`config.mk`:
```
export PLATFORM = sky130hd
export DESIGN_NAME = ps2_scancode_decoder
export DESIGN_NICKNAME = d
export VERILOG_FILES = /design/src/rtl/ps2_pkg.sv /design/src/rtl/ps2_event_fifo.sv /design/src/rtl/ps2_scancode_decoder.sv
export SDC_FILE = /design/constraint.sdc
export NUM_CORES = 1
export LEC_CHECK = 0
export CAP_MARGIN = 25
export CORE_ASPECT_RATIO = 0.8
export CORE_MARGIN = 3
export CORE_UTILIZATION = 24
export DETAILED_ROUTE_END_ITERATION = 7
export HOLD_SLACK_MARGIN = 0.15
export PLACE_DENSITY_LB_ADDON = 0.15
export SLEW_MARGIN = 10
export SYNTH_ARGS = -nofsm -noshare
export SYNTH_HDL_FRONTEND = slang
export SYNTH_SLANG_ARGS = --single-unit
```
`constraint.sdc`:
```
create_clock -name clock -period 3.8 [get_ports clock]
set_clock_uncertainty 0.2 [all_clocks]
set_input_delay 1.14 -clock clock [delete_from_list [all_inputs] [get_ports clock]]
set_output_delay 1.14 -clock clock [all_outputs]
set_load 0.01 [all_outputs]
```
`src/rtl/ps2_pkg.sv`:
```
// Shared types and constants for the PS/2 scan-code decode path.
package ps2_pkg;

  localparam logic [7:0] PS2_EXT_PREFIX = 8'hE0;
  localparam logic [7:0] PS2_BRK_PREFIX = 8'hF0;

  localparam int unsigned PS2_EVENT_W = 10;

  // Encoding {ext, brk} lets a prefix byte simply OR its bit into the state.
  typedef enum logic [1:0] {
    IDLE     = 2'b00,
    PRE_F0   = 2'b01,
    PRE_E0   = 2'b10,
    PRE_E0F0 = 2'b11
  } ps2_state_t;

  typedef struct packed {
    logic       ext;
    logic       brk;
    logic [7:0] code;
  } ps2_event_t;

  function automatic ps2_state_t ps2_next_state(input ps2_state_t cur, input logic [7:0] data);
    if (data == PS2_EXT_PREFIX) begin
      return ps2_state_t'(cur | PRE_E0);
    end else if (data == PS2_BRK_PREFIX) begin
      return ps2_state_t'(cur | PRE_F0);
    end
    return IDLE;
  endfunction

endpackage

```
`src/rtl/ps2_event_fifo.sv`:
```
// Synchronous show-ahead FIFO holding decoded key events.
module ps2_event_fifo #(
  parameter int unsigned DEPTH = 4,
  parameter int unsigned WIDTH = 10
) (
  input  logic             clk,
  input  logic             rst_n,
  input  logic             wr_en,
  input  logic [WIDTH-1:0] wr_data,
  input  logic             rd_en,
  output logic [WIDTH-1:0] rd_data,
  output logic             full,
  output logic             empty
);

  localparam int unsigned PW = $clog2(DEPTH);
  localparam int unsigned CW = PW + 1;

  logic [WIDTH-1:0] mem [DEPTH];
  logic [PW-1:0]    wr_ptr;
  logic [PW-1:0]    rd_ptr;
  logic [CW-1:0]    count;
  logic             do_rd_c;
  logic             do_wr_c;

  // A pop frees the slot the simultaneous write needs when full.
  assign do_rd_c = rd_en & ~empty;
  assign do_wr_c = wr_en & (~full | do_rd_c);

  always_ff @(posedge clk or negedge rst_n) begin
    if (!rst_n) begin
      for (int i = 0; i < int'(DEPTH); i++) begin
        mem[i] <= '0;
      end
      wr_ptr <= '0;
      rd_ptr <= '0;
      count  <= '0;
    end else begin
      if (do_wr_c) begin
        mem[wr_ptr] <= wr_data;
        wr_ptr      <= wr_ptr + PW'(1);
      end
      if (do_rd_c) begin
        rd_ptr <= rd_ptr + PW'(1);
      end
      case ({do_wr_c, do_rd_c})
        2'b10:   count <= count + CW'(1);
        2'b01:   count <= count - CW'(1);
        default: count <= count;
      endcase
    end
  end

  assign full    = (count == CW'(DEPTH));
  assign empty   = (count == '0);
  assign rd_data = mem[rd_ptr];

endmodule

```
`src/rtl/ps2_scancode_decoder.sv`:
```
// Parity-checks PS/2 frames, folds E0/F0 prefixes into key events and queues them.
module ps2_scancode_decoder
  import ps2_pkg::*;
#(
  parameter int unsigned DEPTH          = 4,
  parameter int unsigned TIMEOUT_CYCLES = 1_000_000
) (
  input  logic       clock,
  input  logic       reset_n,
  input  logic       DONE,
  input  logic [8:0] CODE,
  input  logic       KEY_RD,
  output logic       EMPTY,
  output logic [7:0] KEY_CODE,
  output logic       KEY_EXT,
  output logic       KEY_BREAK,
  output logic       PARITY_ERR,
  output logic       OVERFLOW
);

  localparam int unsigned TW = $clog2(TIMEOUT_CYCLES) + 1;

  ps2_state_t       state;
  logic [TW-1:0]    tmo_cnt;
  logic             prev_done;
  logic             parity_err;
  logic             overflow;

  logic             accept_c;
  logic             parity_ok_c;
  logic             is_prefix_c;
  logic             push_c;
  logic             pop_c;
  logic             expire_c;
  ps2_event_t       event_c;
  ps2_event_t       head;
  logic             fifo_full;
  logic             fifo_empty;

  assign accept_c    = DONE & ~prev_done;
  assign parity_ok_c = ^CODE;
  assign is_prefix_c = (CODE[7:0] == PS2_EXT_PREFIX) || (CODE[7:0] == PS2_BRK_PREFIX);
  assign pop_c       = KEY_RD & ~fifo_empty;
  assign expire_c    = (state != IDLE) && (tmo_cnt == TW'(TIMEOUT_CYCLES - 1));

  // Event emitted for a valid non-prefix byte, tagged by the pending prefix.
  always_comb begin
    push_c  = 1'b0;
    event_c = '0;
    if (accept_c && parity_ok_c && !is_prefix_c) begin
      push_c        = 1'b1;
      event_c.ext   = state[1];
      event_c.brk   = state[0];
      event_c.code  = CODE[7:0];
    end
  end

  always_ff @(posedge clock or negedge reset_n) begin
    if (!reset_n) begin
      state      <= IDLE;
      tmo_cnt    <= '0;
      prev_done  <= 1'b0;
      parity_err <= 1'b0;
      overflow   <= 1'b0;
    end else begin
      prev_done  <= DONE;
      parity_err <= accept_c & ~parity_ok_c;
      overflow   <= push_c & fifo_full & ~pop_c;
      // An accept on the expiry cycle takes priority over the timeout.
      if (accept_c) begin
        tmo_cnt <= '0;
        state   <= parity_ok_c ? ps2_next_state(state, CODE[7:0]) : IDLE;
      end else if (expire_c) begin
        tmo_cnt <= '0;
        state   <= IDLE;
      end else if (state != IDLE) begin
        tmo_cnt <= tmo_cnt + TW'(1);
      end
    end
  end

  ps2_event_fifo #(
    .DEPTH (DEPTH),
    .WIDTH (PS2_EVENT_W)
  ) u_fifo (
    .clk     (clock),
    .rst_n   (reset_n),
    .wr_en   (push_c),
    .wr_data (event_c),
    .rd_en   (pop_c),
    .rd_data (head),
    .full    (fifo_full),
    .empty   (fifo_empty)
  );

  assign EMPTY      = fifo_empty;
  assign KEY_CODE   = head.code;
  assign KEY_EXT    = head.ext;
  assign KEY_BREAK  = head.brk;
  assign PARITY_ERR = parity_err;
  assign OVERFLOW   = overflow;

endmodule

```
### Word level (Yosys, flattened, before mapping)

Index checks and enable logic that the tools add are counted.

| word-level totals | value |
|---|---|
| output and inout bits | 13 |
| input bits | 13 |
| flip-flop bits (word level) | 73 |
| logic and storage cells | 79 |

| operators by class | value |
|---|---|
| eq/ne operators | 8 |
| multiplexer cells | 21 |
| reductions and logical operators | 14 |
| $add $sub $neg | 5 |
| bitwise logic cells | 15 |
| $lt $le $gt $ge | 3 |

Operator list:

| operator | number |
|---|---|
| two-way mux 21 bit | 3 |
| bitwise mux 40 bit | 1 |
| two-way mux 10 bit | 4 |
| adder 21 x 1 -> 21 bit (second input constant) | 1 |
| equality test 21 x 20 -> 1 bit (second input constant) | 1 |
| binary-select mux 10 bit (select 2 bit) | 1 |
| demux 10 bit (select 2 bit) | 1 |
| equality test 8 bit (second input constant) | 2 |
| two-way mux 2 bit | 5 |
| XOR reduction 9 bit | 1 |
| bitwise AND 1 bit | 7 |
| >= comparator 3 bit (second input constant) | 2 |
| NOT 2 -> 3 bit | 2 |
| one-hot mux 3 bit (2 select lines) | 1 |
| nonzero test 2 bit | 3 |
| two-way mux 1 bit | 5 |
| inequality test 5 bit (second input constant) | 1 |
| NOT 1 bit | 5 |
| adder 2 x 1 -> 2 bit (second input constant) | 2 |
| logical AND 1 bit | 4 |
| inequality test 4 bit (second input constant) | 1 |
| AND reduction 2 bit | 2 |
| adder 3 x 1 -> 3 bit (second input constant) | 1 |
| equality test 3 bit (second input constant) | 1 |
| 9 further kinds | 9 |

### Logic depth before layout (Yosys ltp)

Gate-level depths: netlist (run 1).

| logic depth | value |
|---|---|
| depth in word-level cells | 8 |
| depth in mapped cells | 12 |
| depth with buffers taken out | 12 |

### By module

A second synthesis (run 1) with hierarchy kept.

| second synthesis, totals | value |
|---|---|
| cells, all modules | 296 |
| area, all modules | 3,657.3 um2 |

By module, submodules not included:

| module | seq. area each (um2) | cells each | times used | area each (um2) |
|---|---|---|---|---|
| ps2_event_fifo | 1,176.1 | 133 | 1 | 2,137.0 |
| ps2_scancode_decoder | 650.6 | 163 | 1 | 1,520.2 |

### Worst setup path before layout (run 1)

No wires, ideal clock.

| path | value |
|---|---|
| path kind | input to register |
| start | in CODE[4] |
| end | reg u_fifo.count[2] |
| required time | 3,521 ps |
| setup slack | 113 ps |
| stages on the path | 12 |
| buffers on the path | 0 |
| setup time | 79 ps |
| data arrival time | 3,408 ps |
| cells stage by stage | inv_1 ha_1 xnor3_2 xnor2_4 nor3_2 inv_1 ha_1 inv_1 fa_1 xor2_1 nor2_1 xor2_1 |

| between the ends | value |
|---|---|
| longest elaborated chain between the ends | 8 |
| elaborated cells on any way between the ends | 13 |
| those cells by class | eq/ne: 4; mux: 2; bitwise: 1; reduce/logical: 6 |

Ends and longest elaborated chain:

| what | line | RTL |
|---|---|---|
| start: declaration | ps2_scancode_decoder.sv:11 | `input logic [8:0] CODE,` |
| equality test 8 bit | ps2_scancode_decoder.sv:42 | `assign is_prefix_c = (CODE[7:0] == PS2_EXT_PREFIX) \|\| (CODE[7:0] == PS2_BRK_PREFIX);` |
| logical OR 1 bit | ps2_scancode_decoder.sv:42 |  |
| zero test 1 bit | ps2_scancode_decoder.sv:50 | `if (accept_c && parity_ok_c && !is_prefix_c) begin` |
| logical AND 1 bit (*) | ps2_scancode_decoder.sv:50 |  |
| two-way mux 1 bit (*) | ps2_scancode_decoder.sv:50 |  |
| bitwise AND 1 bit (*) | ps2_event_fifo.sv:28 | `assign do_wr_c = wr_en & (~full \| do_rd_c);` |
| equality test 2 x 1 -> 1 bit / equality test 2 bit (equally long branches) | ps2_event_fifo.sv:46 | `case ({do_wr_c, do_rd_c})` |
| one-hot mux 3 bit (2 select lines) / nonzero test 2 bit (equally long branches) | -- |  |
| end signal: assignment | ps2_event_fifo.sv:47 | `2'b10: count <= count + CW'(1);` |
| end signal: assignment | ps2_event_fifo.sv:48 | `2'b01: count <= count - CW'(1);` |
| end signal: assignment | ps2_event_fifo.sv:49 | `default: count <= count;` |
| end: declaration | ps2_event_fifo.sv:22 | `logic [CW-1:0] count;` |

Mark *: on every way between the ends. The rest lies on a longest branch, timed or not.
A chain may end at the register's enable or synchronous reset.

### Final worst setup path (run 1)

| path | value |
|---|---|
| start | in CODE[0] |
| end | reg u_fifo.count[2] |

Same word-level chain as after synthesis.

==> flow_results.xml, run 1 <==
<?xml version="1.0" encoding="UTF-8"?>
<metrics>
  <group name="worst_setup_path">
    <metric name="startpoint_kind_of_the_worst_setup_timing_path" unit="">primary input</metric>
    <metric name="cp_top_family" unit="">adder cells</metric>
    <metric name="worst-path-max-fanout" unit="">5</metric>
    <metric name="timing.critical_path.to_type" unit="">flop</metric>
    <metric name="crit_path_cell_trace" unit="">clkdlybuf4s50_1 &gt; inv_1 &gt; ha_1 &gt; xor2_2 &gt; xnor2_4 &gt; nor3_4 &gt; inv_1 &gt; ha_1 &gt; inv_1 &gt; fa_1 &gt; xor2_1 &gt; nor2_1 &gt; xor2_1</metric>
    <metric name="setup.reg_to_reg.worst_slack" unit="ps">1120</metric>
    <metric name="timing_worst_setup_path_type" unit="">in2reg</metric>
    <metric name="cp_data_required_time" unit="ps">3860</metric>
    <metric name="worst_path_most_repeated_cell" unit="">sky130_fd_sc_hd__inv_1</metric>
    <metric name="cp_num_buf_inv" unit="">4</metric>
    <metric name="worst-endpoint-arrival" unit="ps">3690</metric>
    <metric name="worst_path_largest_cell_delay" unit="ps">560</metric>
    <metric name="cpMaxStageDelayCell" unit="">sky130_fd_sc_hd__clkdlybuf4s50_1</metric>
  </group>
  <group name="timing">
    <metric name="setup_repair_after_global_routing_missed_its_margin" unit="">false</metric>
    <metric name="worst-slew-pin-transition" unit="ps">589</metric>
    <metric name="worst_hold_slack_after_final_layout" unit="ps">285</metric>
    <metric name="final_layout_setup_total_negative_slack" unit="ps">0</metric>
    <metric name="timing.final.setup_violations" unit="">0</metric>
    <metric name="clock.fmax" unit="GHz">0.275</metric>
    <metric name="maxSlewViolCount" unit="">0</metric>
    <metric name="period_minus_slack" unit="ps">3640</metric>
    <metric name="relSlewSlack" unit="%">60.7</metric>
    <metric name="report.final.hold_viol_count" unit="">0</metric>
    <metric name="layout_worst_path_cycle_share" unit="%">95.7</metric>
  </group>
  <group name="die">
    <metric name="num_io_pins" unit="">26</metric>
    <metric name="floorplan.core_area" unit="µm²">14600</metric>
    <metric name="die-height" unit="µm">117</metric>
    <metric name="start_util" unit="%">25.1</metric>
    <metric name="die_w" unit="µm">144</metric>
    <metric name="std_cell_rows" unit="">39</metric>
    <metric name="die_area" unit="µm²">16800</metric>
  </group>
  <group name="final_layout">
    <metric name="final_nets" unit="">360</metric>
    <metric name="num_antenna_cells" unit="">0</metric>
    <metric name="layout-drive-gt1-share" unit="%">27.4</metric>
    <metric name="final_cell_mix" unit="">sky130_fd_sc_hd__dfrtp_1, sky130_fd_sc_hd__mux2_2, sky130_fd_sc_hd__clkdlybuf4s50_1</metric>
    <metric name="post_synthesis_to_final_layout_area_growth" unit="%">27.4</metric>
    <metric name="finalNonFillerCells" unit="">524</metric>
    <metric name="mostFrequentLayoutCell" unit="">sky130_fd_sc_hd__dfrtp_1</metric>
    <metric name="utilization" unit="%">32.0</metric>
  </group>
  <group name="global_routing">
    <metric name="first_global_vias" unit="">2401</metric>
    <metric name="antenna_violations_before_repair" unit="">0</metric>
    <metric name="globalRouteOverflowTotal" unit="">0</metric>
    <metric name="grt_pass1_wl" unit="µm">13000</metric>
    <metric name="grt_max_degree" unit="">74</metric>
    <metric name="grt_usage" unit="%">10.2</metric>
  </group>
  <group name="detailed_routing">
    <metric name="drtIter0Drc" unit="">91</metric>
    <metric name="drt_first_pass_iters" unit="">4</metric>
    <metric name="final_antenna_net_count" unit="">0</metric>
    <metric name="detail_route.wl_per_cell" unit="µm">14.6</metric>
    <metric name="detailroute.via_count" unit="">2330</metric>
    <metric name="post-route-drc-count" unit="">0</metric>
    <metric name="routed_wire_length" unit="µm">7670</metric>
    <metric name="viasPerCell" unit="">4.45</metric>
  </group>
  <group name="logic_synthesis">
    <metric name="synth_largest_type_area_fraction" unit="%">49.7</metric>
    <metric name="synthDominantAreaCellType" unit="">sky130_fd_sc_hd__dfrtp_1</metric>
    <metric name="synth-adder-area-share" unit="%">4.29</metric>
    <metric name="post_synth_and_or_nand_nor_area_fraction" unit="%">12.9</metric>
    <metric name="post_synth_main_area_contributors" unit="">sky130_fd_sc_hd__dfrtp_1, sky130_fd_sc_hd__mux2_2, sky130_fd_sc_hd__mux4_2</metric>
    <metric name="post_synth_mux_area_share" unit="%">18.7</metric>
    <metric name="syn-mean-instance-area" unit="µm²">12.8</metric>
    <metric name="synthesis.area" unit="µm²">3670</metric>
    <metric name="synth_cell_type_count" unit="">47</metric>
    <metric name="yosys_warnings" unit="">0</metric>
    <metric name="post_synthesis_xor_xnor_area_fraction" unit="%">6.61</metric>
    <metric name="postSynthRegisterBits" unit="">73</metric>
    <metric name="synthCells" unit="">287</metric>
    <metric name="synth.yosys.seq_area_share" unit="%">49.7</metric>
    <metric name="syn-num-nets" unit="">312</metric>
    <metric name="combinational_family_with_the_most_area_after_synthesis" unit="">multiplexers</metric>
    <metric name="synth-compound-area-share" unit="%">4.80</metric>
  </group>
  <group name="clocking">
    <metric name="clk-insertion-delay-late" unit="ps">340</metric>
    <metric name="cts_hold_buffers" unit="">0</metric>
    <metric name="cts_tree" unit="">yes</metric>
    <metric name="clock-sinks" unit="">73</metric>
    <metric name="max-clock-path-buffers" unit="">2</metric>
    <metric name="root_buffer" unit="">sky130_fd_sc_hd__clkbuf_16</metric>
    <metric name="clkTransAtPathRegs" unit="ps">60</metric>
    <metric name="numCtsBuffers" unit="">9</metric>
    <metric name="clock_tree.htree_level_count" unit="">3</metric>
  </group>
  <group name="power">
    <metric name="power_frac_seq" unit="%">36.8</metric>
    <metric name="total_switching_power" unit="W">0.000842</metric>
    <metric name="power.internal" unit="W">0.00224</metric>
    <metric name="power" unit="W">0.00308</metric>
    <metric name="pwr-share-comb" unit="%">31.5</metric>
    <metric name="irDropWorstVdd" unit="mV">0.214</metric>
    <metric name="p_clk_share" unit="%">31.7</metric>
    <metric name="sw_frac_of_total" unit="%">27.3</metric>
    <metric name="power.density_cell_area" unit="nW/µm²">658</metric>
    <metric name="static_leakage" unit="nW">1.99</metric>
  </group>
  <group name="place">
    <metric name="globalplace.congestion" unit="">0.721</metric>
    <metric name="port_buffers" unit="">25</metric>
    <metric name="numPlacedInstances" unit="">507</metric>
    <metric name="dp_hpwl" unit="µm">5470</metric>
  </group>
  <group name="flow_run">
    <metric name="drv.max_cap_violation_count" unit="">0</metric>
  </group>
  <group name="status">
    <metric name="outcome" unit="">finished, final reports clean</metric>
  </group>
  <group name="hold_path">
    <metric name="worst_hold_path_type" unit="">reg2reg</metric>
  </group>
</metrics>
worst paths after layout:
path | startpoint | endpoint | depth (start not counted)
min | u_fifo.mem[8] | u_fifo.mem[8] | 1
max | CODE[0] | u_fifo.count[2] | 13
min in group asynchronous | reset_n | PARITY_ERR | 1
max in group asynchronous | reset_n | u_fifo.mem[2] | 2
min reg2reg | u_fifo.mem[8] | u_fifo.mem[8] | 1
max reg2reg | u_fifo.count[1] | u_fifo.count[2] | 10
registers in the layout, indices dropped and copies added, names as in the netlist:
signal and cells:
OVERFLOW 1, PARITY_ERR 1, prev_done 1, state 2, tmo_cnt 21, u_fifo.count 3
u_fifo.mem 40, u_fifo.rd_ptr 2, u_fifo.wr_ptr 2
cell families after synthesis:
group,after synthesis
compound gates,23
xor+xnor,23
fa+ha+maj,12
buf+inv,26
flops,73
mux,51
simple gates,79
per-stage QoR:
stage,area (µm²),setup WS [ps]
after floorplan,3670,113
after global placement,4300,-218
after detailed placement,4300,-292
after CTS,4640,89.1
after global routing,4680,16.5
final,4680,162
synthesized netlist by cell type (all sizes together):
library cell,instances
inv,17
xor2,7
ha,11
nor2,20
o31ai,3
nand4,3
a31o,1
or3,5
fa,1
nor2b,2
o211ai,2
o21ai,6
or4b,1
mux2,41
xnor2,15
and4,1
o21bai,1
a21oi,7
and2,1
or4,5
a2111oi,1
nor4,4
dfrtp,73
nand2b,1
and3,2
mux4,10
nor4b,3
o2111ai,2
nand3,9
nand2,13
clkbuf,5
nor3,9
xnor3,1
buf,4
power by group through the flow:
stage               Clock [W]  Combinational [W]  Sequential [W]
CTS                   0.00101           0.000991         0.00114
finish               0.000978           0.000970         0.00113
global route          0.00104            0.00106         0.00117
floorplan                   0           0.000634         0.00109
detailed placement          0           0.000985         0.00115
global placement            0           0.000979         0.00115
metal layers:
metal  vias up  global-route usage (%)  wire (µm)  part of all wire (%)
li1       1122                       -          -                     -
met1      1169                    14.3       3980                    52
met2        29                    14.7       3310                    43
met3        10                    2.87        223                   2.9
met4         0                    4.47        150                   2.0
met5         -                       0          0                     0
what timing repair did:
item,CTS,global route
buffers inserted,0,0
setup endpoints to repair,0,2
resized for setup,0,4
worst register-to-register path: stages (launching register included):
cell and delay (ps):
sky130_fd_sc_hd__dfrtp_1 400, sky130_fd_sc_hd__or4b_2 730, sky130_fd_sc_hd__nand2_1 140, sky130_fd_sc_hd__nor3_4 60
sky130_fd_sc_hd__inv_1 60, sky130_fd_sc_hd__ha_1 160, sky130_fd_sc_hd__inv_1 50, sky130_fd_sc_hd__fa_1 370
sky130_fd_sc_hd__xor2_1 150, sky130_fd_sc_hd__nor2_1 130, sky130_fd_sc_hd__xor2_1 150
layout make-up:
type | count | area [µm²]
fill | 1466 | 9960
sequential | 73 | 1830
multi-input combinational | 188 | 1750
timing repair buffer | 46 | 468
clock buffer | 11 | 243
tap | 184 | 230
clock inverter | 5 | 103
inverter | 17 | 63.8
(Power assumes the default switching activity.)
==> inputs of run 2 (changes only) <==
ABC_AREA = 1   (was unset)
DONT_BUFFER_PORTS = 1   (was unset)
clock period = 3.7 ns   (was 3.8 ns; I/O delays follow)
==> run 2 against run 1 <==
Non-clock buffer count down 43; clock power grew 10%; critical path type is now reg2out; design area fell by 3.3%; global-route usage increased by 2.5 points; critical endpoint is now KEY_CODE[5].
==> flow_results.xml, run 2 <==
<?xml version="1.0" encoding="UTF-8"?>
<metrics>
  <group name="status">
    <metric name="outcome" unit="">finished, final reports clean</metric>
  </group>
  <group name="timing">
    <metric name="report.final.hold_viol_count" unit="">0</metric>
    <metric name="setup_repair_after_global_routing_missed_its_margin" unit="">false</metric>
    <metric name="timing.final.setup_violations" unit="">0</metric>
    <metric name="final_layout_setup_total_negative_slack" unit="ps">0</metric>
    <metric name="clock.fmax" unit="GHz">0.315</metric>
    <metric name="fin_ws" unit="ps">524</metric>
    <metric name="worst_hold_slack_after_final_layout" unit="ps">260</metric>
    <metric name="layout_worst_path_cycle_share" unit="%">85.8</metric>
    <metric name="relSlewSlack" unit="%">51.8</metric>
    <metric name="period_minus_slack" unit="ps">3180</metric>
    <metric name="worst-slew-pin-transition" unit="ps">722</metric>
    <metric name="maxSlewViolCount" unit="">0</metric>
  </group>
  <group name="clocking">
    <metric name="cts_post_setup_buffers_inserted" unit="">0</metric>
    <metric name="numCtsBuffers" unit="">9</metric>
    <metric name="root_buffer" unit="">sky130_fd_sc_hd__clkbuf_16</metric>
    <metric name="clk-insertion-delay-late" unit="ps">340</metric>
    <metric name="cts.repair.resized" unit="">0</metric>
    <metric name="cts_hold_buffers" unit="">0</metric>
    <metric name="clock-sinks" unit="">73</metric>
    <metric name="clock_tree.htree_level_count" unit="">3</metric>
    <metric name="max-clock-path-buffers" unit="">2</metric>
    <metric name="clkTransAtPathRegs" unit="ps">60</metric>
    <metric name="cts_tree" unit="">yes</metric>
  </group>
  <group name="detailed_routing">
    <metric name="viasPerCell" unit="">4.61</metric>
    <metric name="post-route-drc-count" unit="">0</metric>
    <metric name="final_antenna_net_count" unit="">0</metric>
    <metric name="detailroute.via_count" unit="">3258</metric>
    <metric name="drt_first_pass_iters" unit="">5</metric>
    <metric name="drtIter0Drc" unit="">294</metric>
    <metric name="detail_route.wl_per_cell" unit="µm">15.7</metric>
    <metric name="routed_wire_length" unit="µm">11100</metric>
  </group>
  <group name="global_routing">
    <metric name="global_route.usage.met2" unit="%">17.8</metric>
    <metric name="grt_usage" unit="%">12.6</metric>
    <metric name="grt_max_degree" unit="">74</metric>
    <metric name="antenna_violations_before_repair" unit="">0</metric>
    <metric name="globalRouteMet3Util" unit="%">3.35</metric>
    <metric name="grt_pass1_wl" unit="µm">17700</metric>
    <metric name="first_global_vias" unit="">3115</metric>
    <metric name="grt-busiest-layer" unit="">met1</metric>
    <metric name="globalRouteOverflowTotal" unit="">0</metric>
    <metric name="global_route.usage.met1" unit="%">19.0</metric>
  </group>
  <group name="worst_setup_path">
    <metric name="worst-path-max-fanout" unit="">11</metric>
    <metric name="timing.rr.end" unit="">u_fifo.count[1]</metric>
    <metric name="timing.reg2reg.worst_path_depth" unit="">6</metric>
    <metric name="timing_worst_setup_path_type" unit="">reg2out</metric>
    <metric name="reg2reg_launch_point" unit="">u_fifo.count[0]</metric>
    <metric name="worst-endpoint-arrival" unit="ps">1870</metric>
    <metric name="critical_path_origin" unit="">u_fifo.rd_ptr[1]</metric>
    <metric name="timing.critical_path.to_type" unit="">output port</metric>
    <metric name="cp_data_required_time" unit="ps">2390</metric>
    <metric name="end_of_the_critical_path" unit="">KEY_CODE[5]</metric>
    <metric name="setup.reg_to_reg.worst_slack" unit="ps">1420</metric>
    <metric name="startpoint_kind_of_the_worst_setup_timing_path" unit="">flop</metric>
  </group>
  <group name="logic_synthesis">
    <metric name="syn-mean-instance-area" unit="µm²">8.12</metric>
    <metric name="post_synth_main_area_contributors" unit="">sky130_fd_sc_hd__dfrtp_1, sky130_fd_sc_hd__nand2_1, sky130_fd_sc_hd__nand4_1</metric>
    <metric name="yosys_warnings" unit="">0</metric>
    <metric name="synth.yosys.seq_area_share" unit="%">45.4</metric>
    <metric name="most_frequently_used_flop_master_after_synthesis" unit="">sky130_fd_sc_hd__dfrtp_1</metric>
    <metric name="synth_cell_type_count" unit="">37</metric>
    <metric name="postSynthRegisterBits" unit="">73</metric>
    <metric name="synth_largest_type_area_fraction" unit="%">45.4</metric>
    <metric name="synthesis.area" unit="µm²">4020</metric>
    <metric name="syn-num-nets" unit="">520</metric>
    <metric name="synth_edf_count" unit="">0</metric>
    <metric name="synthCells" unit="">495</metric>
    <metric name="synthDominantAreaCellType" unit="">sky130_fd_sc_hd__dfrtp_1</metric>
    <metric name="synthMostInstantiatedCell" unit="">sky130_fd_sc_hd__nand2_1</metric>
    <metric name="async_reset_ff_share" unit="%">100</metric>
    <metric name="yosys-top-cells-count" unit="">sky130_fd_sc_hd__nand2_1, sky130_fd_sc_hd__dfrtp_1, sky130_fd_sc_hd__nor2_1</metric>
  </group>
  <group name="final_layout">
    <metric name="final.fill_count" unit="">1723</metric>
    <metric name="layout_top_registers" unit="">u_fifo.mem (40), tmo_cnt (21), u_fifo.count (3)</metric>
    <metric name="area.sequential" unit="µm²">1830</metric>
    <metric name="mostFrequentLayoutCell" unit="">sky130_fd_sc_hd__nand2_1</metric>
    <metric name="post_synthesis_to_final_layout_area_growth" unit="%">12.6</metric>
    <metric name="utilization" unit="%">28.1</metric>
    <metric name="registers.top_by_ff_count" unit="">u_fifo.mem</metric>
    <metric name="num_antenna_cells" unit="">0</metric>
    <metric name="largest_reg_flops" unit="">40</metric>
    <metric name="final_cell_mix" unit="">sky130_fd_sc_hd__nand2_1, sky130_fd_sc_hd__dfrtp_1, sky130_fd_sc_hd__nor2_1</metric>
    <metric name="multiInputGateArea" unit="µm²">1880</metric>
    <metric name="final_nets" unit="">511</metric>
    <metric name="layout-drive-gt1-share" unit="%">7.33</metric>
  </group>
  <group name="flow_run">
    <metric name="drv.max_cap_violation_count" unit="">0</metric>
  </group>
  <group name="die">
    <metric name="die_area" unit="µm²">18300</metric>
    <metric name="die_w" unit="µm">151</metric>
    <metric name="std_cell_rows" unit="">41</metric>
    <metric name="floorplan.core_area" unit="µm²">16100</metric>
    <metric name="num_io_pins" unit="">26</metric>
    <metric name="start_util" unit="%">25.0</metric>
    <metric name="die-height" unit="µm">122</metric>
  </group>
  <group name="place">
    <metric name="globalplace.congestion" unit="">0.794</metric>
    <metric name="port_buffers" unit="">0</metric>
    <metric name="dp_hpwl" unit="µm">7550</metric>
    <metric name="post-place-ws" unit="ps">294</metric>
  </group>
  <group name="power">
    <metric name="irDropWorstVdd" unit="mV">0.185</metric>
    <metric name="power" unit="W">0.00315</metric>
    <metric name="static_leakage" unit="nW">2.12</metric>
    <metric name="power.density_cell_area" unit="nW/µm²">696</metric>
  </group>
  <group name="hold_path">
    <metric name="worst_hold_path_type" unit="">in2async</metric>
  </group>
</metrics>
## run 2: cell count changes after synthesis, sizes merged, moves of 5 or more
cell and delta:
or3 -5, nand2 +122, clkbuf +6, buf +8, nor2 +36, xnor2 -13
mux2 -41, inv +25, nand4 +45, o21ai +27, o22ai +10, or4 -5
mux4 -10, nand3 +19
## run 2: layer usage
layer	wire, µm	part of all wire [%]
met2	4560	41
met1	5700	51
met5	0	0
met3	701	6.3
met4	140	1.3
## run 2: where the power goes
part           internal, W  total, W  leakage [nW]  switching, W
Clock             0.000728   0.00108         0.180      0.000353
Sequential         0.00101   0.00115         0.961      0.000145
Combinational     0.000269  0.000917         0.976      0.000648
Total              0.00200   0.00315          2.12       0.00115
## run 2: through the flow
stage	instances	instance area (µm²)
after CTS	706	4530
final	706	4530
after global placement	690	4160
after floorplan	495	4020
after detailed placement	690	4160
after global routing	706	4530
## run 2: cells by family (layout without fill, tap and decap cells)
family | after synthesis | after routing | synth area share [%]
DFF | 73 | 73 | 45.4
AOI/OAI and AO/OA | 53 | 53 | 7.31
xor gates and xnor gates | 13 | 13 | 2.83
buffers and inverters | 66 | 62 | 7.84
adders and majority gates | 12 | 12 | 3.92
and+or+nand+nor | 278 | 278 | 32.6
## run 2: area by class of cell
class                      instances  share of cell area, %
clock inverter                     7                   3.15
tap                              215                   5.94
inverter                          43                   3.57
multi-input combinational        356                   41.5
sequential                        73                   40.4
clock buffer                       9                   4.98
timing repair buffer               3                  0.498
## run 2: worst min path at each step
stage / from / slack, ps / end
after CTS: reset_n / 250 / tmo_cnt[6]
after floorplan: u_fifo.mem[10] / 240 / u_fifo.mem[10]
after global placement: u_fifo.mem[17] / 250 / u_fifo.mem[17]
after detailed placement: u_fifo.mem[10] / 250 / u_fifo.mem[10]
final: reset_n / 260 / tmo_cnt[6]
after global routing: reset_n / 250 / tmo_cnt[9]
## run 2: critical path: stages, from the launching register on
cell	delay [ps]
sky130_fd_sc_hd__dfrtp_1	560
sky130_fd_sc_hd__inv_1	420
sky130_fd_sc_hd__o21ai_0	150
sky130_fd_sc_hd__o22ai_1	390
